### src/rtl/hash_arbiter_pkg.sv
// Shared types and constants for the hash arbiter: the 5-tuple, the default
// hash latency and the lookup3 (Bob Jenkins) mix/final helpers.
package hash_arbiter_pkg;

    localparam int unsigned HashLatDefault = 8;

    typedef struct packed {
        logic [31:0] src_ip;
        logic [31:0] dst_ip;
        logic [15:0] src_port;
        logic [15:0] dst_port;
        logic [7:0]  proto;
    } tuple_t;

    typedef struct packed {
        logic [31:0] a;
        logic [31:0] b;
        logic [31:0] c;
    } abc_t;

    // hashword() seed for a 4-word key: 0xdeadbeef + (4 << 2)
    localparam logic [31:0] Lookup3Seed = 32'hdeadbeef + 32'd16;

    function automatic logic [31:0] rot(input logic [31:0] x, input int unsigned k);
        return (x << k) | (x >> (32 - k));
    endfunction

    function automatic abc_t lookup3_mix(input abc_t s);
        abc_t r;
        r = s;
        r.a = r.a - r.c;  r.a = r.a ^ rot(r.c, 4);   r.c = r.c + r.b;
        r.b = r.b - r.a;  r.b = r.b ^ rot(r.a, 6);   r.a = r.a + r.c;
        r.c = r.c - r.b;  r.c = r.c ^ rot(r.b, 8);   r.b = r.b + r.a;
        r.a = r.a - r.c;  r.a = r.a ^ rot(r.c, 16);  r.c = r.c + r.b;
        r.b = r.b - r.a;  r.b = r.b ^ rot(r.a, 19);  r.a = r.a + r.c;
        r.c = r.c - r.b;  r.c = r.c ^ rot(r.b, 4);   r.b = r.b + r.a;
        return r;
    endfunction

    function automatic logic [31:0] lookup3_final(input abc_t s);
        abc_t r;
        r = s;
        r.c = r.c ^ r.b;  r.c = r.c - rot(r.b, 14);
        r.a = r.a ^ r.c;  r.a = r.a - rot(r.c, 11);
        r.b = r.b ^ r.a;  r.b = r.b - rot(r.a, 25);
        r.c = r.c ^ r.b;  r.c = r.c - rot(r.b, 16);
        r.a = r.a ^ r.c;  r.a = r.a - rot(r.c, 4);
        r.b = r.b ^ r.a;  r.b = r.b - rot(r.a, 14);
        r.c = r.c ^ r.b;  r.c = r.c - rot(r.b, 24);
        return r.c;
    endfunction

endpackage

### src/rtl/hash_arbiter_func.sv
// hash_func: lookup3 hashword() over the 4-word tuple key, HASH_LAT cycles deep.
// Datapath registers are intentionally not reset; the caller tracks validity.
module hash_func
    import hash_arbiter_pkg::*;
#(
    parameter int unsigned HASH_LAT = HashLatDefault
) (
    input  logic        clk,
    input  logic        rst,
    input  logic        stall,
    input  logic [31:0] initval,
    input  tuple_t      tuple_in,
    input  logic        tuple_in_valid,
    output logic [31:0] hashed,
    output logic        hashed_valid
);

    abc_t                         seed;
    abc_t                         mixed;
    abc_t                         abc_q;
    logic [HASH_LAT-2:0][31:0]    hash_q;
    logic [HASH_LAT-1:0]          vld_q;

    always_comb begin
        seed.a  = Lookup3Seed + initval + tuple_in.src_ip;
        seed.b  = Lookup3Seed + initval + tuple_in.dst_ip;
        seed.c  = Lookup3Seed + initval + {tuple_in.src_port, tuple_in.dst_port};
        mixed   = lookup3_mix(seed);
        // Fourth key word goes into the tail, after the single full-block mix
        mixed.a = mixed.a + {24'h0, tuple_in.proto};
    end

    always_ff @(posedge clk) begin
        if (!stall) begin
            abc_q     <= mixed;
            vld_q     <= {vld_q[HASH_LAT-2:0], tuple_in_valid};
            hash_q[0] <= lookup3_final(abc_q);
            for (int i = 1; i < HASH_LAT - 1; i++) begin
                hash_q[i] <= hash_q[i-1];
            end
        end
    end

    assign hashed       = hash_q[HASH_LAT-2];
    assign hashed_valid = vld_q[HASH_LAT-1] & ~rst;

endmodule

### src/rtl/hash_arbiter.sv
// Round-robin arbiter sharing one hash_func pipeline among NUM_REQ requesters,
// with a locally reset valid/id shadow pipeline and output backpressure.
module hash_arbiter
    import hash_arbiter_pkg::*;
#(
    parameter int unsigned NUM_REQ  = 4,
    parameter int unsigned HASH_LAT = HashLatDefault
) (
    input  logic                       clk,
    input  logic                       rst_n,
    input  logic [31:0]                initval,
    input  logic [NUM_REQ-1:0]         req_valid,
    input  tuple_t [NUM_REQ-1:0]       req_tuple,
    output logic [NUM_REQ-1:0]         req_ready,
    output logic                       out_valid,
    output logic [31:0]                out_hash,
    output logic [$clog2(NUM_REQ)-1:0] out_id,
    input  logic                       out_ready,
    output logic [3:0]                 inflight
);

    localparam int unsigned IdW = $clog2(NUM_REQ);

    logic [IdW-1:0]                rr_ptr_q, rr_ptr_d;
    logic [IdW-1:0]                grant_idx, cand;
    logic                          any_valid;
    logic                          stall;
    logic                          transfer;
    tuple_t                        grant_tuple;
    logic [HASH_LAT-1:0]           vld_q, vld_d;
    logic [HASH_LAT-1:0][IdW-1:0]  id_q, id_d;
    logic                          unused_hashed_valid;

    assign out_valid = vld_q[HASH_LAT-1];
    assign out_id    = id_q[HASH_LAT-1];
    assign stall     = out_valid & ~out_ready;
    // rst_n gates the strobe so nothing is offered while reset is held
    assign transfer  = any_valid & ~stall & rst_n;

    always_comb begin
        grant_idx = '0;
        any_valid = 1'b0;
        cand      = '0;
        for (int unsigned k = 0; k < NUM_REQ; k++) begin
            cand = IdW'((32'(rr_ptr_q) + k) % NUM_REQ);
            if (!any_valid && req_valid[cand]) begin
                grant_idx = cand;
                any_valid = 1'b1;
            end
        end
    end

    always_comb begin
        req_ready = '0;
        if (transfer) begin
            req_ready[grant_idx] = 1'b1;
        end
        grant_tuple = req_tuple[grant_idx];
    end

    always_comb begin
        rr_ptr_d = rr_ptr_q;
        vld_d    = vld_q;
        id_d     = id_q;
        if (transfer) begin
            rr_ptr_d = (grant_idx == IdW'(NUM_REQ - 1)) ? '0 : grant_idx + 1'b1;
        end
        if (!stall) begin
            vld_d = {vld_q[HASH_LAT-2:0], transfer};
            id_d  = {id_q[HASH_LAT-2:0], grant_idx};
        end
    end

    always_ff @(posedge clk or negedge rst_n) begin
        if (!rst_n) begin
            rr_ptr_q <= '0;
            vld_q    <= '0;
            id_q     <= '0;
        end else begin
            rr_ptr_q <= rr_ptr_d;
            vld_q    <= vld_d;
            id_q     <= id_d;
        end
    end

    always_comb begin
        inflight = 4'($countones(vld_q));
    end

    hash_func #(
        .HASH_LAT(HASH_LAT)
    ) u_hash_func (
        .clk           (clk),
        .rst           (~rst_n),
        .stall         (stall),
        .initval       (initval),
        .tuple_in      (grant_tuple),
        .tuple_in_valid(transfer),
        .hashed        (out_hash),
        .hashed_valid  (unused_hashed_valid)
    );

endmodule

### config.mk
export PLATFORM = sky130hd
export DESIGN_NAME = hash_arbiter
export DESIGN_NICKNAME = d
export VERILOG_FILES = /design/src/rtl/hash_arbiter_pkg.sv /design/src/rtl/hash_arbiter_func.sv /design/src/rtl/hash_arbiter.sv
export SDC_FILE = /design/constraint.sdc
export NUM_CORES = 2
export LEC_CHECK = 0
export CELL_PAD_IN_SITES_DETAIL_PLACEMENT = 1
export CELL_PAD_IN_SITES_GLOBAL_PLACEMENT = 2
export CORE_ASPECT_RATIO = 0.8
export CORE_MARGIN = 5
export CORE_UTILIZATION = 25
export DETAILED_ROUTE_END_ITERATION = 6
export PLACE_DENSITY_LB_ADDON = 0.2
export SYNTH_ARGS = -nofsm -noshare
export SYNTH_HDL_FRONTEND = slang
export SYNTH_SLANG_ARGS = --single-unit
### constraint.sdc
create_clock -name clk -period 27.2 [get_ports clk]
set_clock_uncertainty 0.2 [all_clocks]
set_input_delay 2.72 -clock clk [delete_from_list [all_inputs] [get_ports clk]]
set_output_delay 2.72 -clock clk [all_outputs]
set_load 0.1 [all_outputs]
==> metrics.txt <==
Post-Place Cell Area=0.0629 mm²; reg-to-reg endpoint=u_hash_func.hash_q[31]$_DFFE_PN_; ratio of final minimum period to clock period=93.0%; DRT iter0 DRCs=3732; Data arrival, critical path=25.46 ns; ranking of synthesized cells by area=edfxtp_1, ha_1, xnor2_1; source of the worst register-to-register timing path=u_hash_func.abc_q[32]$_DFFE_PN_; worst slew margin relative to its limit=19.7%; count of filler cells inserted in the layout=23700; area of the die=0.209 mm²; clock transition time at the flip-flop clock pins of the worst setup and hold paths=0.06 ns; hold buffer count at CTS=0; Worst Path Required=27.35 ns; cells on worst reg2reg path=141; kind of cell with the highest combined delay on the critical path=compound AO/OA/AOI/OAI gates; number of global-route vias before repair=49700; global routing usage summed across all routing layers=24.7%; wire length of the first global-routing pass=371 mm; floorplan core area=0.199 mm²; cell depth of the worst min-delay path=0; number of clock buffers inserted by TritonCTS=42; largest driver fanout on the critical path=3; status=finished, final reports clean; count of TritonRoute iterations in the first routing pass=5; area growth from synthesis to layout=29.0%; die span in x=510 µm; WP buf/inv=13; kind of launch point of the worst setup path=flip-flop; slew at the pin closest to its max-slew limit=1.20 ns; path class of the lowest-slack min-delay path=reg2reg; detail-routed net length per standard cell=26.8 µm; Final Max Tran Viols=0; Post-Route Hold Slack=0.206 ns; drt drc=0; Synth Instances=6152; total grt overflow=0; fraction of layout cells with a size suffix above 1=12.7%; max capacitance violation total=0; nets in the synthesized netlist=7307; antenna violations before repair=38; endpoint kind of the worst setup timing path=flip-flop; Post-Synthesis Mean Instance Area=8.13 µm²; design area=0.0645 mm²; Hold Fails Final Rpt=0; launch point of the worst hold path=u_hash_func.hash_q[4]$_DFFE_PN_; Netlist Area Pre-Place=0.0500 mm²; library cell used as clock root buffer=clkbuf_16; sequential share of the synthesized area=20.5%; residual antenna-violating net count after detailed routing=0; I/O pin count=498; most common flop cell mapped by yosys=edfxtp_1; critical path type=reg2reg; slowest CP cell=fa_1; largest stage delay on the critical path=0.47 ns; setup slack of the worst register-to-register path=1.89 ns; post-DP HPWL=237 mm; Post-synth ARST share=7.51%; CP dominant cell by count=a21oi_1; Std-Cell Rows=146; global placer's final weighted congestion=0.949; upper clock frequency limit=39.5 MHz; maximum number of pins on one net before global-route repair=128; dominant cell by count in the synthesized netlist=nand2_1; starting density of the core=25.2%; number of buffers inserted by port buffering=497; via-per-instance ratio=4.93; minimum period implied by the final worst setup slack=25.31 ns; cell taking the most area after synthesis=edfxtp_1; number of levels in the clock H-tree=2; endpoint of the worst hold path=u_hash_func.hash_q[36]$_DFFE_PN_; TritonCTS sink count=346; Post-Route WL=266 mm; register bit count reported by yosys=346; insertion delay of the later-clocked pin in the worst-skew pair=0.63 ns; final setup violating endpoints=0; Post-synth EDFFs=320; fraction of synthesized cell area taken by the top area cell type=19.2%; total vias in the final route=49000; top cells by count, synth=nand2_1, xnor2_1, inv_1; vertical die dimension=410 µm; Max clock buf depth=3; number of synthesis warnings=0; Total Nets Final=8400; CTS tree=built; post-synth cell types=121
[final cells by class]
cell class              instances  area [µm²]  share of cell area [%]
well taps                    2664        3330                    5.16
diodes                          8        20.0                  0.0310
clock buffers                  46        1090                    1.68
flip-flops and latches        346       10300                    15.9
clock inverters                32         324                   0.502
repair buffers               1175       10100                    15.6
inverters                     658        2480                    3.85
multi-input cells            5022       36900                    57.2
[how the worst max path moves through the flow]
stage	start	end	slack (ns)	depth (start not counted)
2_1_floorplan	u_hash_func.abc_q[32]$_DFFE_PN_	u_hash_func.hash_q[31]$_DFFE_PN_	3.12	137
3_3_place_gp	u_hash_func.abc_q[32]$_DFFE_PN_	u_hash_func.hash_q[31]$_DFFE_PN_	-0.35	139
3_5_place_dp	u_hash_func.abc_q[32]$_DFFE_PN_	u_hash_func.hash_q[31]$_DFFE_PN_	-0.94	139
4_1_cts	u_hash_func.abc_q[32]$_DFFE_PN_	u_hash_func.hash_q[31]$_DFFE_PN_	0.04	141
5_1_grt	u_hash_func.abc_q[32]$_DFFE_PN_	u_hash_func.hash_q[31]$_DFFE_PN_	-0.14	140
6_report	u_hash_func.abc_q[32]$_DFFE_PN_	u_hash_func.hash_q[31]$_DFFE_PN_	1.89	141
[kinds of logic (layout without fill, tap and decap cells)]
kind of cell	Yosys count	after routing	share of synthesized area (%)
other	0	8	0
flip-flops	346	346	20.5
AND/OR/NAND/NOR	1774	1774	16.4
AO/OA/AOI/OAI	1504	1504	19.4
XOR/XNOR	1009	1009	18.5
buffers and inverters	784	1911	6.17
multiplexers	16	16	0.348
adder cells (fa/ha/maj)	719	719	18.7
[placed cells by master (no fill, tap or decap), types with 35 or more instances in the layout]
cell             instances
a211oi_1                50
a21boi_0                38
a21o_1                 137
a21oi_1                378
a31oi_1                140
and2_1                  45
and3_1                 163
buf_4                  677
clkbuf_16               42
clkdlybuf4s50_1        496
edfxtp_1               320
fa_1                    54
ha_1                   646
inv_1                  652
nand2_1                713
nand2b_1                51
nand3_1                 83
nor2_1                 406
nor2b_1                 59
nor3_1                 101
o21a_1                  71
o21ai_0                258
o21ai_1                 51
o21bai_1                90
or2_2                   35
or3_1                   40
xnor2_1                684
xor2_1                 287
[routing by layer]
layer  GRT usage [%]  vias up  routed length [µm]
li1                -    23600                   -
met1            38.7    24300              139000
met2            36.6      995              109000
met3            2.95      134               14100
met4            2.87       14                3310
met5               0        -                 108
[what timing repair did]
item | CTS | global route
endpoints found under the setup margin | 10 | 22
pin swaps | 1 | 18
gates cloned | 0 | 0
buffers inserted | 0 | 2
resized for setup | 20 | 107
[stage by stage]
stage	setup slack, ns	util [%]	setup TNS [ns]	std cells
after floorplan	3.12	-	0	6152
after global placement	-0.349	31.7	-0.349	9863
after detailed placement	-0.937	31.7	-3.34	9863
after CTS	0.0390	32.4	0	9941
after global routing	-0.138	32.5	-0.204	9945
final	1.89	32.5	0	9951
[sequential cells by signal (all words and copies together), names as in the netlist]
register	cells
u_hash_func.hash_q	192
u_hash_func.abc_q	96
u_hash_func.hashed	32
id_q	14
vld_q	8
out_id	2
rr_ptr_q	2
Power is not shown: default switching activity piles up to over one toggle a cycle in this logic, so the estimate is an artifact.
